File: src/rtl/barcode_tx.sv
// barcode_tx: serialises an 8-bit station ID onto the single-wire BC line.
// A frame is one start cell followed by 8 data cells, MSB first. Each cell
// is 2H cycles long and starts with a falling edge. Short-low cells carry a
// 1 and long-low cells carry a 0.
module barcode_tx #(
    parameter int CNT_W    = 22,
    parameter int MIN_HALF = 4
) (
    input  logic             clk,
    input  logic             rst_n,
    input  logic             send,
    input  logic [7:0]       tx_id,
    input  logic [CNT_W-1:0] half_per,
    output logic             BC,
    output logic             busy,
    output logic             done
);

    typedef enum logic [2:0] {
        IDLE,
        START_LO,
        START_HI,
        BIT_LO,
        BIT_HI
    } state_t;

    localparam logic [CNT_W:0]   ONE      = {{CNT_W{1'b0}}, 1'b1};
    localparam logic [CNT_W-1:0] MIN_H    = CNT_W'(MIN_HALF);

    state_t           state_reg, state_next;
    logic [CNT_W:0]   phase_cnt_reg;
    logic [2:0]       bit_cnt_reg;
    logic [7:0]       shift_reg;
    logic [CNT_W-1:0] half_reg;
    logic             bc_reg, busy_reg, done_reg;

    logic [CNT_W-1:0] half_clamped;
    logic [CNT_W:0]   half_ext, low_len, phase_len;
    logic             phase_end, accept, bit_end;

    // Out-of-range half-periods are raised to the minimum at capture time.
    assign half_clamped = (half_per < MIN_H) ? MIN_H : half_per;

    // The counter is one bit wider than H so that 3H/2 and 2H both fit.
    assign half_ext = {1'b0, half_reg};
    assign low_len  = shift_reg[7] ? (half_ext >> 1) : (half_ext + (half_ext >> 1));

    assign accept  = (state_reg == IDLE) && send;
    assign bit_end = (state_reg == BIT_HI) && phase_end;

    // Select the length of the current phase; the high part of a data
    // cell absorbs whatever the low part did not use.
    always_comb begin
        phase_len = half_ext;
        case (state_reg)
            START_LO: phase_len = half_ext;
            START_HI: phase_len = half_ext;
            BIT_LO:   phase_len = low_len;
            BIT_HI:   phase_len = (half_ext << 1) - low_len;
            default:  phase_len = half_ext;
        endcase
    end

    assign phase_end = (phase_cnt_reg == (phase_len - ONE));

    // Next-state logic for the frame sequencer.
    always_comb begin
        state_next = state_reg;
        case (state_reg)
            IDLE:     if (send)      state_next = START_LO;
            START_LO: if (phase_end) state_next = START_HI;
            START_HI: if (phase_end) state_next = BIT_LO;
            BIT_LO:   if (phase_end) state_next = BIT_HI;
            BIT_HI:   if (phase_end) state_next = (bit_cnt_reg == 3'd0) ? IDLE : BIT_LO;
            default:  state_next = IDLE;
        endcase
    end

    // State register plus outputs registered from the next state, so BC,
    // busy and done come straight from flops and change on the same edge
    // as the state they describe.
    always_ff @(posedge clk or negedge rst_n) begin
        if (!rst_n) begin
            state_reg <= IDLE;
            bc_reg    <= 1'b1;
            busy_reg  <= 1'b0;
            done_reg  <= 1'b0;
        end else begin
            state_reg <= state_next;
            bc_reg    <= !((state_next == START_LO) || (state_next == BIT_LO));
            busy_reg  <= (state_next != IDLE);
            done_reg  <= bit_end && (bit_cnt_reg == 3'd0);
        end
    end

    // Phase counter restarts on every phase change and stays cleared in IDLE.
    always_ff @(posedge clk or negedge rst_n) begin
        if (!rst_n) begin
            phase_cnt_reg <= '0;
        end else if ((state_reg == IDLE) || phase_end) begin
            phase_cnt_reg <= '0;
        end else begin
            phase_cnt_reg <= phase_cnt_reg + ONE;
        end
    end

    // Frame parameters are captured on acceptance; the ID shifts out MSB
    // first, one bit per completed data cell.
    always_ff @(posedge clk or negedge rst_n) begin
        if (!rst_n) begin
            bit_cnt_reg <= 3'd0;
            shift_reg   <= 8'd0;
            half_reg    <= '0;
        end else if (accept) begin
            bit_cnt_reg <= 3'd7;
            shift_reg   <= tx_id;
            half_reg    <= half_clamped;
        end else if (bit_end) begin
            bit_cnt_reg <= bit_cnt_reg - 3'd1;
            shift_reg   <= {shift_reg[6:0], 1'b0};
        end
    end

    assign BC   = bc_reg;
    assign busy = busy_reg;
    assign done = done_reg;

endmodule

File: config.mk
export PLATFORM = sky130hd
export DESIGN_NAME = barcode_tx
export DESIGN_NICKNAME = d
export VERILOG_FILES = /design/src/rtl/barcode_tx.sv
export SDC_FILE = /design/constraint.sdc
export NUM_CORES = 1
export LEC_CHECK = 0
export BUFFER_PORTS_ARGS = -buffer_cell sky130_fd_sc_hd__buf_2
export CELL_PAD_IN_SITES_DETAIL_PLACEMENT = 0
export CELL_PAD_IN_SITES_GLOBAL_PLACEMENT = 1
export CORE_AREA = 2 2 129 131
export CTS_BUF_LIST = sky130_fd_sc_hd__clkbuf_8
export DETAILED_ROUTE_END_ITERATION = 6
export DIE_AREA = 0 0 131 133
export PLACE_DENSITY = 0.93
export SETUP_SLACK_MARGIN = 0.4
export SYNTH_ARGS = -nofsm -noshare
export SYNTH_HDL_FRONTEND = slang
export SYNTH_SLANG_ARGS = --single-unit
File: constraint.sdc
create_clock -name clk -period 7.32 [get_ports clk]
set_input_delay 1.464 -clock clk [delete_from_list [all_inputs] [get_ports clk]]
set_output_delay 1.464 -clock clk [all_outputs]
set_load 0.03 [all_outputs]
* After elaboration in Yosys (flattened, before gate mapping)
Index checks and enable logic that the tools add are counted.
Widths: inputs -> output; s select.
** Cells by class
- $add $sub $neg :: 5
- Multiply operators :: 0
- Div/mod/pow operators :: 0
- Magnitude comparators :: 1
- Eq/ne operators :: 7
- Shifts and indexed selects :: 0
- Mux-type cells :: 15
- Bitwise logic cells :: 0
- Reductions and logical operators :: 10
** Operators with widths (count)
- $mux 23 :: 2
- $pmux 23 s2 :: 1
- $add 22x21->23 :: 1
- $add 23x1->23 const B :: 1
- $eq 23x23->1 :: 1
- $sub 23x1->23 const B :: 1
- $sub 23x23->23 :: 1
- $lt 22x3->1 const B :: 1
- $mux 22 :: 1
- $mux 3 :: 7
- $mux 8 :: 2
- $pmux 3 s5 :: 1
- $eq 3x2->1 const B :: 3
- $eq 3x1->1 const B :: 2
- $logic_not 3->1 :: 2
- $eq 3x3->1 const B :: 1
- $logic_and 1x1->1 :: 3
- $reduce_bool 3->1 :: 1
- $sub 3x1->3 const B :: 1
- $logic_or 1x1->1 :: 2
- $mux 2 :: 1
- $reduce_bool 2->1 :: 1
- $logic_not 1->1 :: 1
** Storage, ports and cells
- Flip-flop bits (word level) :: 62
- Latch bits :: 0
- Bits in writable memories :: 0
- ROM bits :: 0
- Input port bits :: 33
- Output and inout bits :: 3
- Word-level logic and storage cells :: 46
- Memories kept :: 0

* Longest topological paths before layout
- Depth after elaboration :: 11
- Gate-level depth with buffers :: 27
- Mapped depth without buffers :: 25

* Least setup slack after synthesis
No wires, ideal clock.
- Path type :: reg2reg
- Start point :: register half_reg[0]
- End point :: register bc_reg, in the netlist BC
- Library setup time :: 0.079 ns
- Arrival time :: 5.930 ns
- Data required time :: 7.241 ns
- Setup slack :: 1.312 ns
- Stages on the path, launching flop included :: 25
- Buffers on the path :: 1
- Period minus slack after synthesis :: 6.008 ns
- Cells stage by stage :: dfrtp_1 > ha_1 > inv_1 > fa_1 > nand2b_1 > a21oi_1 > o21ai_0 > o311ai_0 > xor2_1 > mux2i_1 > ha_1 > clkbuf_1 > a21oi_1 > o21ai_0 > a221oi_1 > o21ai_1 > xor2_1 > a221oi_1 > nand3_1 > or4_4 > a211oi_2 > and3b_4 > nor4b_4 > nand4_1 > and4_1
** On the way
- Cells in the longest elaborated chain, start to end :: 11
- Elaborated cells on any way between the ends :: 15
- Those cells by class :: 3 x add/sub; 3 x eq/ne; 7 x mux; 2 x reduce/logical
** Ends and longest elaborated chain
- from (decl) :: line 34 : logic [CNT_W-1:0] half_reg;
- from (signal assigned) :: line 117 : half_reg <= half_clamped;
- $add 22x21->23 :: line 46 : assign low_len = shift_reg[7] ? (half_ext >> 1) : (half_ext + (half_ext >> 1));
- $mux 23 :: line 46
- $sub 23x23->23 :: line 59 : BIT_HI: phase_len = (half_ext << 1) - low_len;
- $pmux 23 s2 * :: line 55 : case (state_reg)
- $sub 23x1->23 * :: line 64 : assign phase_end = (phase_cnt_reg == (phase_len - ONE));
- $eq 23x23->1 * :: line 64
- $mux 3, on equally long branches
- $pmux 3 s5 * :: line 69 : case (state_reg)
- $eq 3x1->1 or $eq 3x2->1 (tied branches) :: line 90 : bc_reg <= !((state_next == START_LO) || (state_next == BIT_LO));
- $logic_or 1x1->1 * :: line 90
- $logic_not 1->1 * :: line 90
- to (signal assigned) :: line 90
- to (decl) :: line 35 : logic bc_reg, busy_reg, done_reg;
Every way passes the cells marked *; elsewhere a longest branch is shown, timed or not.
A chain may end at the register's enable or synchronous reset.

* Worst setup path after layout
- Start point :: register half_reg[1]
- End point :: register state_reg[1]
** On the way
- Cells in the longest elaborated chain, start to end :: 8
- Elaborated cells on any way between the ends :: 11
- Those cells by class :: 3 x add/sub; 1 x eq/ne; 7 x mux
** Ends and longest elaborated chain
- $add 22x21->23 :: line 46
- $mux 23 :: line 46
- $sub 23x23->23 :: line 59
- $pmux 23 s2 * :: line 55
- $sub 23x1->23 * :: line 64
- $eq 23x23->1 * :: line 64
- $mux 3, on equally long branches
- $pmux 3 s5 * :: line 69
- named net state_next[1] :: line 30 : state_t state_reg, state_next;
- to (signal assigned) :: line 89 : state_reg <= state_next;
- to (decl) :: line 30
The timed path passes the listed nets; every way through them passes the cells marked *.

==> results.md <==
Status:
- The flow ran to the end, and the final reports show no timing, DRC or antenna violations.

Logic synthesis:
- Sequential cells were found to cover 20.5% of the synthesized design area.
- After technology mapping, the gate count stands at 1017.
- After synthesis, the share of flip-flops with an asynchronous set or reset is 100%.
- The share of the synthesized area in the top cell type is 20.2%.
- The number of nets handed over by synthesis was 1099.
- The flip-flop and latch count after synthesis is 62.
- The netlist uses 86 different library cells.
- Each instance of the synthesized netlist takes up on average 7.44 sq um.
- Of all cell types, the one taking the most synthesized area is sky130_fd_sc_hd__dfrtp_1.
- Among all flip-flop cells after synthesis, the most frequent one is sky130_fd_sc_hd__dfrtp_1.
- The number of warnings issued by yosys is 0.
- The area of the mapped netlist is 7570 sq um.
- The number of synthesized flops with an enable pin is 0.
- Ranked by total cell area, the synthesized netlist is headed by sky130_fd_sc_hd__dfrtp_1 20%, sky130_fd_sc_hd__ha_1 7.8%, sky130_fd_sc_hd__nand2_1 6.8%, sky130_fd_sc_hd__a21oi_1 5.0%, sky130_fd_sc_hd__xnor2_1 4.9%.

Final layout:
- The number of flip-flops in the largest register is 23.
- The final layout contains 1102 nets.
- The antenna diode instance count is 0.
- The synthesis-to-finish area growth is 7.29%.
- The final cell count without fillers is 1245.
- In the final layout, the share of cells above drive strength 1 is 9.56%.

Drt:
- The average vias per placed instance is 6.33.
- The detail route stage leaves a number of antenna-violating nets equal to 0.
- In the final routing, the length of wire on met1 measures 10.6 mm.
- The detailed route wirelength on metal3 is 1.74 mm.
- Across all layers, the routed design uses 7879 vias.
- The iteration count of the initial detailed-routing pass is 5.
- The routed design uses 10.7 mm of met2 wire.
- The first routing iteration left 908 violations.
- The final layout contains routed wiring with a total length of 23.7 mm.
- The highest metal layer carrying signal wires in the routed design is met4.
- The post-detailed-route DRC marker count is 0.
- The average wire per standard cell is 19.0 microns.

Clock network:
- The clock latency on the worst-skew pair is 0.36 ns.
- The tree built by TritonCTS fans out to 62 sinks.
- The worst-case clock buffer depth is 2.
- The TritonCTS clock tree is built.
- The number of H-tree branching levels is 3.
- The root buffer cell is sky130_fd_sc_hd__clkbuf_8.
- The total clock buffers created by CTS is 9.
- The count of hold buffers inserted by post-cts repair is 0.
- The register clock-pin slew on the reported worst setup and hold paths is 0.08 ns.

Power and ir drop:
- The overall power after layout is 625 uW.
- The worst-case IR drop observed on VDD is 0.101 mV.
- Summed over all cells, the static leakage comes to 3.45 nW.
- The power per cell area is 76.9 nW/um^2.

Placement:
- The wire-length estimate of the detail-placed layout is 17.9 mm.
- The count of buffers added on input and output ports is 35.
- The final RePlAce weighted congestion is 0.964.
- The number of placed cells counting well taps is 1228.

Floorplan:
- The width of the chip is 131 microns.
- In this run the vertical extent of the chip is 133 microns.
- The area of the die is 17400 sq um.
- The number of cell rows is 47.
- The count of pins on the block boundary is 36.
- The effective utilization at floorplan is 46.8%.
- The total area inside the core boundary comes to 16200 sq um.

Timing:
- The slew of the pin with the lowest slew margin is 1.14 ns.
- The worst path needs 6.62 ns of the cycle, external delays included.
- The count of final hold-check violations is 0.
- After layout, the worst path uses 90.4% of the clock period.
- The minimum hold slack is 0.515 ns.
- Setup repair after global routing left no endpoint under its margin.
- In this run the tightest slew margin relative to its limit is 24.2%.
- The maximum clock skew at final layout is 0.0136 ns.
- Setup violations remaining at the end of the flow were counted as 0.
- The max-slew violation total from the final report was 0.
- The highest achievable clock rate is 0.151 GHz.
- The final sum of negative setup slack is 0 ns.

GRT:
- The number of antenna violations at the first check in global routing came to 0.
- The first global-routing pass estimated 37.9 mm of wire.
- The pin count of the biggest net entering global routing is 63.
- The overall overflow remaining after global route is 0.
- The number of global-route vias before repair is 7282.
- Global routing used 27.4% of the available tracks across all layers.

Critical path:
- The worst setup path is launched from a flip-flop.
- Counting cells, the worst reg-to-reg path comes to 22.
- STA classifies the critical path endpoint as a flip-flop.
- The reg-to-reg critical path endpoint is state_reg[1]$_DFF_PN0_.
- The number of buffers and inverters on the critical path is 1.
- The critical path's slowest cell is sky130_fd_sc_hd__a211oi_1.
- The largest stage delay on the critical path is 0.56 ns.
- Data on the critical path arrives at its endpoint at 6.83 ns.
- The kind of cell with the highest combined delay on the critical path is compound AO/OA/AOI/OAI gates.
- The worst register-to-register path has a setup slack of 0.70 ns.
- Of all nets on the critical path, the largest fanout is 10.
- Data on the critical path is required at its endpoint by 7.53 ns.
- The launch point of the worst reg-to-reg path is half_reg[1]$_DFFE_PN0P_.
- The signal on the critical path passes through ha_1 -> inv_1 -> fa_1 -> nand2b_1 -> a21oi_2 -> o21a_1 -> nor4_1 -> or3_1 -> ha_1 -> a21oi_1 -> o21a_1 -> a21oi_1 -> nor3b_1 -> o31ai_1 -> a211oi_1 -> nand3_1 -> or4_4 -> a211oi_2 -> nand3b_1 -> o2111a_2 -> mux2i_1 -> o211ai_1.
- By startpoint and endpoint, the worst setup path is classified as flip-flop to flip-flop.

Min path:
- For hold timing, the worst endpoint is bit_cnt_reg[2]$_DFFE_PN0P_.
- The worst hold-check path type is flip-flop to flip-flop.
- The critical hold path startpoint is bit_cnt_reg[2]$_DFFE_PN0P_.
- The worst hold path was traced through 2 stages.

Flow run:
- The total of max-cap violations is 0.
area by class of cell:
class,instances,area (sq um)
Inverter,28,105
Clock inverter,7,42.5
Multi-Input combinational cell,870,5740
Clock buffer,9,124
Timing Repair Buffer,49,280
Fill cell,1606,8050
Tap cell,220,275
Sequential cell,62,1550
cell usage in the layout, fill, tap and decap left out, types with 6 or more instances in the layout:
master                     netlist  routed
sky130_fd_sc_hd__a211o_1        12      12
sky130_fd_sc_hd__a211oi_1       12      10
sky130_fd_sc_hd__a21boi_0        7       7
sky130_fd_sc_hd__a21o_1         13      13
sky130_fd_sc_hd__a21oi_1        76      74
sky130_fd_sc_hd__a221oi_1       12      11
sky130_fd_sc_hd__a22oi_1         6       6
sky130_fd_sc_hd__a31oi_1        17      17
sky130_fd_sc_hd__and2_1         11      11
sky130_fd_sc_hd__and3_1         17      17
sky130_fd_sc_hd__buf_2          10      35
sky130_fd_sc_hd__buf_4           1      14
sky130_fd_sc_hd__clkbuf_8        0       9
sky130_fd_sc_hd__dfrtp_1        61      60
sky130_fd_sc_hd__ha_1           47      47
sky130_fd_sc_hd__inv_1          27      28
sky130_fd_sc_hd__mux2i_1        20      20
sky130_fd_sc_hd__nand2_1       137     137
sky130_fd_sc_hd__nand2b_1       14      14
sky130_fd_sc_hd__nand3_1        39      39
sky130_fd_sc_hd__nand3b_1        6       6
sky130_fd_sc_hd__nand4_1        25      25
sky130_fd_sc_hd__nor2_1         84      84
sky130_fd_sc_hd__nor3_1         27      27
sky130_fd_sc_hd__nor4_1         18      17
sky130_fd_sc_hd__o211ai_1       19      19
sky130_fd_sc_hd__o21a_1         12      12
sky130_fd_sc_hd__o21ai_0        40      40
sky130_fd_sc_hd__o21ai_1        10      10
sky130_fd_sc_hd__o31ai_1         7       7
sky130_fd_sc_hd__or2_2           8       8
sky130_fd_sc_hd__or3_1          16      16
sky130_fd_sc_hd__xnor2_1        42      42
sky130_fd_sc_hd__xor2_1         20      20
power breakdown:
part | total, mW | switching, mW | internal [mW]
clock network | 0.263 | 0.143 | 0.120
logic | 0.0191 | 0.0122 | 0.00688
registers | 0.342 | 0 | 0.342
worst register-to-register path, delay by kind of cell (launching register included):
family | cells | cell delay [ns]
buffers and inverters | 1 | 0.08
AOI/OAI and AO/OA | 10 | 2.66
DFF | 1 | 0.44
adders and majority gates | 3 | 1.06
muxes | 1 | 0.24
and+or+nand+nor | 7 | 2.01
worst max-delay path by stage:
stage / slack (ns) / start / depth (start not counted) / endpoint
floorplan: 1.31 / half_reg[0]$_DFFE_PN0P_ / 24 / BC$_DFF_PN1_
global placement: 0.63 / half_reg[0]$_DFFE_PN0P_ / 24 / state_reg[1]$_DFF_PN0_
detailed placement: 0.60 / half_reg[0]$_DFFE_PN0P_ / 21 / state_reg[1]$_DFF_PN0_
CTS: 0.57 / half_reg[0]$_DFFE_PN0P_ / 21 / state_reg[1]$_DFF_PN0_
global route: 0.40 / half_reg[1]$_DFFE_PN0P_ / 21 / shift_reg[3]$_DFFE_PN0P_
finish: 0.70 / half_reg[1]$_DFFE_PN0P_ / 22 / state_reg[1]$_DFF_PN0_
cells by family (layout without fill, tap and decap cells):
family | Yosys count | after routing | synth area share (%)
AOI/OAI and AO/OA | 300 | 300 | 27.3
xor gates and xnor gates | 63 | 63 | 7.47
adders and majority gates | 49 | 49 | 8.30
buffers and inverters | 85 | 93 | 4.43
DFF | 62 | 62 | 20.5
muxes | 22 | 22 | 2.94
and+or+nand+nor | 436 | 436 | 29.1
synthesized netlist by cell type (5+ instances only):
| master | instances |
|---|---|
| sky130_fd_sc_hd__nand2_1 | 137 |
| sky130_fd_sc_hd__nor2_1 | 84 |
| sky130_fd_sc_hd__a21oi_1 | 76 |
| sky130_fd_sc_hd__dfrtp_1 | 61 |
| sky130_fd_sc_hd__ha_1 | 47 |
| sky130_fd_sc_hd__clkbuf_1 | 42 |
| sky130_fd_sc_hd__xnor2_1 | 42 |
| sky130_fd_sc_hd__o21ai_0 | 40 |
| sky130_fd_sc_hd__nand3_1 | 39 |
| sky130_fd_sc_hd__inv_1 | 27 |
| sky130_fd_sc_hd__nor3_1 | 27 |
| sky130_fd_sc_hd__nand4_1 | 25 |
| sky130_fd_sc_hd__mux2i_1 | 20 |
| sky130_fd_sc_hd__xor2_1 | 20 |
| sky130_fd_sc_hd__o211ai_1 | 19 |
| sky130_fd_sc_hd__nor4_1 | 18 |
| sky130_fd_sc_hd__a31oi_1 | 17 |
| sky130_fd_sc_hd__and3_1 | 17 |
| sky130_fd_sc_hd__or3_1 | 16 |
| sky130_fd_sc_hd__nand2b_1 | 14 |
| sky130_fd_sc_hd__a21o_1 | 13 |
| sky130_fd_sc_hd__a211o_1 | 12 |
| sky130_fd_sc_hd__a211oi_1 | 12 |
| sky130_fd_sc_hd__a221oi_1 | 12 |
| sky130_fd_sc_hd__o21a_1 | 12 |
| sky130_fd_sc_hd__and2_1 | 11 |
| sky130_fd_sc_hd__buf_2 | 10 |
| sky130_fd_sc_hd__o21ai_1 | 10 |
| sky130_fd_sc_hd__or2_2 | 8 |
| sky130_fd_sc_hd__a21boi_0 | 7 |
| sky130_fd_sc_hd__o31ai_1 | 7 |
| sky130_fd_sc_hd__a22oi_1 | 6 |
| sky130_fd_sc_hd__nand3b_1 | 6 |
| sky130_fd_sc_hd__nor3b_1 | 5 |
| sky130_fd_sc_hd__o211a_1 | 5 |
| sky130_fd_sc_hd__o31a_1 | 5 |
per-layer routing:
metal	vias up	global-route usage, %
li1	3818	-
met1	3716	40.1
met2	304	41.8
met3	41	3.07
met4	0	9.04
met5	-	0
repair_timing:
item / in CTS / in global routing
gates resized for setup: 0 / 13
setup buffers: 0 / 1
setup endpoints to repair: 0 / 40
per-stage QoR:
stage | instance area, sq um | utilization (%) | worst slack [ns]
final | 8120 | 50.2 | 0.703
after global routing | 8120 | 50.2 | 0.401
after CTS | 8060 | 49.8 | 0.565
after detailed placement | 7890 | 48.8 | 0.605
after global placement | 7890 | 48.8 | 0.628
after floorplan | 7570 | - | 1.31
Power figures use the tool's default switching activity.
